`config.mk`:
```
export PLATFORM = sky130hd
export DESIGN_NAME = mod_exp_ctrl
export DESIGN_NICKNAME = d
export VERILOG_FILES = /design/src/rtl/mod_exp_ctrl.sv
export SDC_FILE = /design/constraint.sdc
export NUM_CORES = 1
export LEC_CHECK = 0
export ABC_CLOCK_PERIOD_IN_PS = 2900
export CAP_MARGIN = 5
export CORE_AREA = 2 2 233 235
export CTS_CLUSTER_DIAMETER = 60
export DETAILED_ROUTE_END_ITERATION = 6
export DIE_AREA = 0 0 235 237
export HOLD_SLACK_MARGIN = 0.08
export PLACE_DENSITY = 0.65
export SLEW_MARGIN = 20
export SYNTH_ARGS = -nofsm -noshare
export SYNTH_HDL_FRONTEND = slang
export SYNTH_SLANG_ARGS = --single-unit
```
`constraint.sdc`:
```
create_clock -name clk -period 2.9 [get_ports clk]
set_input_delay 0.29 -clock clk [delete_from_list [all_inputs] [get_ports clk]]
set_output_delay 0.29 -clock clk [all_outputs]
set_load 0.02 [all_outputs]
```
`src/rtl/mod_exp_ctrl.sv`:
```
// Modular exponentiation sequencer driving an external mon_prod Montgomery core.
// Optional MOD_EXP_SKIP_LZ_EN: skip leading-zero exponent bits.
module mod_exp_ctrl #(
    parameter int unsigned bitLen     = 64,
    parameter int unsigned expLen     = 64,
    parameter int unsigned countWidth = 5,
    parameter int unsigned idxWidth   = 6
) (
    input  logic                  clk,
    input  logic                  rst_n,
    input  logic                  start,
    input  logic [bitLen-1:0]     Mbar,
    input  logic [bitLen-1:0]     Xbar,
    input  logic [expLen-1:0]     E,
    input  logic [bitLen-1:0]     M,
    input  logic [countWidth-1:0] num_words,
    output logic                  busy,
    output logic                  done,
    output logic [bitLen-1:0]     result,
    output logic                  mp_start,
    output logic [bitLen-1:0]     mp_A,
    output logic [bitLen-1:0]     mp_B,
    output logic [bitLen-1:0]     mp_M,
    output logic [countWidth-1:0] mp_num_words,
    input  logic                  mp_stop,
    input  logic [bitLen-1:0]     mp_P
);

    localparam logic [2:0] IDLE = 3'd0;
    localparam logic [2:0] SQR  = 3'd1;
    localparam logic [2:0] MUL  = 3'd2;
    localparam logic [2:0] CONV = 3'd3;
    localparam logic [2:0] FIN  = 3'd4;

    localparam logic PH_REQ = 1'b0;
    localparam logic PH_REL = 1'b1;

    localparam logic [bitLen-1:0]   One     = bitLen'(1);
    localparam logic [idxWidth-1:0] LastIdx = idxWidth'(expLen - 1);

    logic [2:0]            state_q, state_d;
    logic                  phase_q, phase_d;
    logic [bitLen-1:0]     acc_q, acc_d;
    logic [bitLen-1:0]     xbar_q, xbar_d;
    logic [expLen-1:0]     e_q, e_d;
    logic [bitLen-1:0]     m_q, m_d;
    logic [countWidth-1:0] nw_q, nw_d;
    logic [idxWidth-1:0]   idx_q, idx_d;
    logic                  busy_q, busy_d;
    logic                  done_q, done_d;
    logic [bitLen-1:0]     result_q, result_d;
    logic                  mp_start_q, mp_start_d;
    logic [bitLen-1:0]     mp_a_q, mp_a_d;
    logic [bitLen-1:0]     mp_b_q, mp_b_d;
    logic                  bit_set;

`ifdef MOD_EXP_SKIP_LZ_EN
    logic [idxWidth-1:0] e_msb;
    logic                e_nz;

    always_comb begin
        e_msb = '0;
        e_nz  = |E;
        for (int unsigned i = 0; i < expLen; i++) begin
            if (E[i]) e_msb = idxWidth'(i);
        end
    end
`endif

    assign bit_set = e_q[idx_q];

    always_comb begin
        state_d    = state_q;
        phase_d    = phase_q;
        acc_d      = acc_q;
        xbar_d     = xbar_q;
        e_d        = e_q;
        m_d        = m_q;
        nw_d       = nw_q;
        idx_d      = idx_q;
        busy_d     = busy_q;
        done_d     = 1'b0;
        result_d   = result_q;
        mp_start_d = mp_start_q;
        mp_a_d     = mp_a_q;
        mp_b_d     = mp_b_q;

        case (state_q)
            IDLE: begin
                // The core is not reset with us, so wait until it has released stop.
                if (start && !mp_stop) begin
                    xbar_d     = Xbar;
                    e_d        = E;
                    m_d        = M;
                    nw_d       = num_words;
                    busy_d     = 1'b1;
                    phase_d    = PH_REQ;
                    mp_start_d = 1'b1;
`ifdef MOD_EXP_SKIP_LZ_EN
                    if (!e_nz) begin
                        acc_d   = Mbar;
                        idx_d   = '0;
                        state_d = CONV;
                        mp_a_d  = Mbar;
                        mp_b_d  = One;
                    end else if (e_msb == '0) begin
                        acc_d   = Xbar;
                        idx_d   = '0;
                        state_d = CONV;
                        mp_a_d  = Xbar;
                        mp_b_d  = One;
                    end else begin
                        acc_d   = Xbar;
                        idx_d   = e_msb - idxWidth'(1);
                        state_d = SQR;
                        mp_a_d  = Xbar;
                        mp_b_d  = Xbar;
                    end
`else
                    acc_d   = Mbar;
                    idx_d   = LastIdx;
                    state_d = SQR;
                    mp_a_d  = Mbar;
                    mp_b_d  = Mbar;
`endif
                end
            end
            SQR, MUL, CONV: begin
                if (phase_q == PH_REQ) begin
                    if (mp_stop) begin
                        acc_d      = mp_P;
                        mp_start_d = 1'b0;
                        phase_d    = PH_REL;
                    end
                end else if (!mp_stop) begin
                    phase_d    = PH_REQ;
                    mp_start_d = 1'b1;
                    if (state_q == CONV) begin
                        state_d    = FIN;
                        mp_start_d = 1'b0;
                        done_d     = 1'b1;
                        busy_d     = 1'b0;
                        result_d   = acc_q;
                    end else if (state_q == SQR && bit_set) begin
                        state_d = MUL;
                        mp_a_d  = acc_q;
                        mp_b_d  = xbar_q;
                    end else if (idx_q == '0) begin
                        state_d = CONV;
                        mp_a_d  = acc_q;
                        mp_b_d  = One;
                    end else begin
                        state_d = SQR;
                        idx_d   = idx_q - idxWidth'(1);
                        mp_a_d  = acc_q;
                        mp_b_d  = acc_q;
                    end
                end
            end
            FIN:     state_d = IDLE;
            default: state_d = IDLE;
        endcase
    end

    always_ff @(posedge clk or negedge rst_n) begin
        if (!rst_n) begin
            state_q    <= IDLE;
            phase_q    <= PH_REQ;
            acc_q      <= '0;
            xbar_q     <= '0;
            e_q        <= '0;
            m_q        <= '0;
            nw_q       <= '0;
            idx_q      <= '0;
            busy_q     <= 1'b0;
            done_q     <= 1'b0;
            result_q   <= '0;
            mp_start_q <= 1'b0;
            mp_a_q     <= '0;
            mp_b_q     <= '0;
        end else begin
            state_q    <= state_d;
            phase_q    <= phase_d;
            acc_q      <= acc_d;
            xbar_q     <= xbar_d;
            e_q        <= e_d;
            m_q        <= m_d;
            nw_q       <= nw_d;
            idx_q      <= idx_d;
            busy_q     <= busy_d;
            done_q     <= done_d;
            result_q   <= result_d;
            mp_start_q <= mp_start_d;
            mp_a_q     <= mp_a_d;
            mp_b_q     <= mp_b_d;
        end
    end

    assign busy         = busy_q;
    assign done         = done_q;
    assign result       = result_q;
    assign mp_start     = mp_start_q;
    assign mp_A         = mp_a_q;
    assign mp_B         = mp_b_q;
    assign mp_M         = m_q;
    assign mp_num_words = nw_q;

endmodule

```
==> impl_metrics.csv <==
group,metric,value,unit
timing,rsz0062_at_grt,"true",
floorplanning,ios,593,
synth,synth_area_per_cell,9.00,um^2
final_layout,nets,3048,
flow_run,maxCapViolCount,0,
timing,skew,0.0211,ns
worst_setup_path,cp_num_buf_inv,1,
power,power.leakage,12.9,nW
clock_network,cts_max_path_buffers,3,
worst_setup_path,cp.required,3.43,ns
min_path,hold_start,"Xbar[50]",
clock_network,clk_latency,0.60,ns
synth,synth_top_flop_cell,"dfrtp_1",
final_layout,area_growth,44.4,%
synth,synthArstFlopShare,100,%
synth,synth.area.top_cells,"dfrtp_1, nand2_1, a221o_1",
timing,worst_pin_slew,0.735,ns
final_layout,fin_util,53.0,%
clock_network,h-tree-depth,2,
worst_setup_path,crit_path_end_kind,"flip-flop",
grt,grt_usage,24.1,%
synth,synth_seq_cells,466,
synth,syn-instance-count,2170,
clock_network,clock-root-buffer,"clkbuf_16",
timing,period_needed,2.87,ns
clock_network,clkSlewWorstSetupHoldPaths,0.06,ns
clock_network,clock-sinks,466,
synth,synth.distinct_cells,43,
floorplanning,die_h,237,um
grt,grt_pass1_wl,106000,um
timing,fmax,349,MHz
worst_setup_path,crit_family,"multiplexers",
timing,relSlewSlack,51.0,%
place,numPortBuffers,592,
detailed_routing,post_drt_via_cell_ratio,5.17,
clock_network,cts_tree,"done",
floorplanning,die_w,235,um
synth,synth_warnings,0,
synth,synthTopCellsByCount,"nand2_1, dfrtp_1, nor2_1",
min_path,worstHoldPathCells,3,
worst_setup_path,path_cells,"mux4_2 -> mux4_2 -> and2_1 -> a311oi_2 -> nor4b_4 -> buf_12 -> or2_2 -> nand3_1",
clock_network,postCtsSetupBuffers,0,
synth,synth_edf_count,0,
synth,yosysMostFrequentCell,"nand2_1",
final_layout,drive_gt1_share,5.81,%
detailed_routing,dr_total_vias,17870,
worst_setup_path,reg2reg_from,"idx_q[0]",
floorplanning,rows,85,
synth,synth_seq_area_share,59.7,%
worst_setup_path,cp_slowest_cell,"mux4_2",
floorplanning,dieArea,55700,um^2
synth,yosys.area.top_type_share,59.7,%
timing,finalSetupViolations,0,
min_path,hold_class,"primary input to flip-flop",
clock_network,cts_made_buffers,51,
synth,yosys.area.top_type,"dfrtp_1",
detailed_routing,drc,0,
power,power.density,1180,nW/um^2
worst_setup_path,cpPeakStageDelay,0.53,ns
timing,post-route-period-util,98.8,%
outcome,outcome,"complete, no violations",
worst_setup_path,start_kind,"flip-flop",
synth,mappedNetlistArea,19500,um^2
worst_setup_path,startpoint,"idx_q[0]",
timing,slew_violations,0,
worst_setup_path,cp_max_fo,83,
grt,grt_antenna_before_repair,7,
final_layout,fillers,4776,
place,dp_hpwl,48500,um
floorplanning,core,53300,um^2
detailed_routing,wl,68300,um
place,place.gp.congestion,0.866,
worst_setup_path,ff2ff_path_depth,8,
grt,grt_pass1_vias,18084,
timing,setup-tns-final,0,ns
detailed_routing,drtAntennaViolNets,0,
worst_setup_path,cp_data_arrival_time,3.40,ns
worst_setup_path,crit_type,"flip-flop to flip-flop",
synth,synth_nets,2501,
detailed_routing,drt-initial-drc-count,1398,
detailed_routing,wl_per_cell,19.8,um
grt,grt_overflow,0,
detailed_routing,firstDrtPassIters,5,
timing,final_hold_viol_count,0,
worst_setup_path,crit_top_cell,"mux4_2",
grt,grt_max_degree,138,
worst_setup_path,cp_num_cells,8,
floorplanning,start_util,36.7,%
power,irDropWorstVdd,0.617,mV
==> logic make-up after synthesis <==
family                   Yosys count  synth area share [%]
AO/OA/AOI/OAI                    284                  10.4
buffers and inverters            158                  3.16
adder cells (fa/ha/maj)            2                 0.128
flip-flops                       466                  59.7
XOR/XNOR                           2                0.0897
AND/OR/NAND/NOR                 1233                  24.7
multiplexers                      25                  1.86
==> per-stage QoR <==
stage	hold WS (ns)	power, W	std cells	area (um^2)	setup slack (ns)
final	0.226	0.0332	3454	28200	0.0338
after CTS	0.183	0.0335	3450	28200	0.00798
after floorplan	-0.00559	0.0196	2170	19500	0.247
after global placement	0.337	0.0265	3359	26500	-0.0127
after global routing	0.216	0.0352	3453	28200	-0.0236
after detailed placement	0.336	0.0268	3359	26500	-0.0884
==> repair_timing <==
item / CTS / global route
pin swaps: 0 / 1
hold endpoints to repair: 55 / 0
gates resized for setup: 1 / 3
hold buffers: 1 / 0
endpoints found under the setup margin: 28 / 28
==> per-layer routing <==
layer | GRT usage (%) | wire, um | vias up
met5 | 0 | 55 | -
met4 | 7.52 | 2040 | 8
met3 | 5.90 | 5030 | 121
met2 | 39.8 | 32800 | 737
met1 | 31.3 | 28400 | 8734
li1 | - | - | 8270
==> tightest hold or removal path: stages <==
cell and delay [ns]:
clkdlybuf4s50_1 0.39, nand2_1 0.06, nand2_1 0.04
==> power breakdown <==
part / internal, W / switching, W / leakage [nW]
sequential: 0.00967 / 0.00229 / 5.71
clock: 0.00386 / 0.00266 / 0.836
combinational: 0.00645 / 0.00829 / 6.32
total: 0.0200 / 0.0132 / 12.9
==> final cells by class <==
cell class                 instances  area [um^2]  share of cell area [%]
sequential                       466        11700                    41.3
multi-input combinational       1546         7340                    26.0
timing repair buffer             647         6630                    23.5
clock buffer                      79         1560                    5.54
tap                              696          871                    3.09
clock inverter                    11          124                   0.439
inverter                           5         18.8                  0.0665
antenna                            4         10.0                  0.0355
==> registers in the layout (all words and copies together), names as in the netlist, 5 cells and up <==
register,flops
mp_A,64
idx_q,6
mp_B,64
result,64
acc_q,64
mp_num_words,5
e_q,64
xbar_q,64
mp_M,64
==> cell usage in the layout (no fill, tap or decap), drive strengths merged, types with 2 or more instances in the layout <==
master	netlist	final
nand2	987	987
clkdlybuf4s50	0	591
dfrtp	466	466
nor2	140	140
clkbuf	123	79
nand3	74	74
a21oi	68	68
a31oi	65	65
a221o	64	64
o211ai	63	63
buf	30	55
mux2i	16	16
mux4	9	9
clkinv	0	8
nor2b	7	7
o21ai	7	7
a22oi	6	6
inv	5	6
or3	5	5
diode	0	4
nand4	3	3
nand2b	3	3
a311oi	3	3
or2	2	2
nor3b	2	2
nand3b	2	2
and2	2	2
ha	2	2
bufinv	0	2
nor3	2	2
==> worst paths after layout <==
| kind | to | slack (ns) |
|---|---|---|
| worst min-delay path | xbar_q[50] | 0.23 |
| worst max-delay path | mp_B[0] | 0.03 |
| min in group asynchronous | result[26] | 0.27 |
| worst min register to register | mp_M[61] | 0.47 |
| worst max register to register | mp_B[0] | 0.03 |
| max in group asynchronous | state_q[1] | 1.59 |
Power figures use the tool's default switching activity.
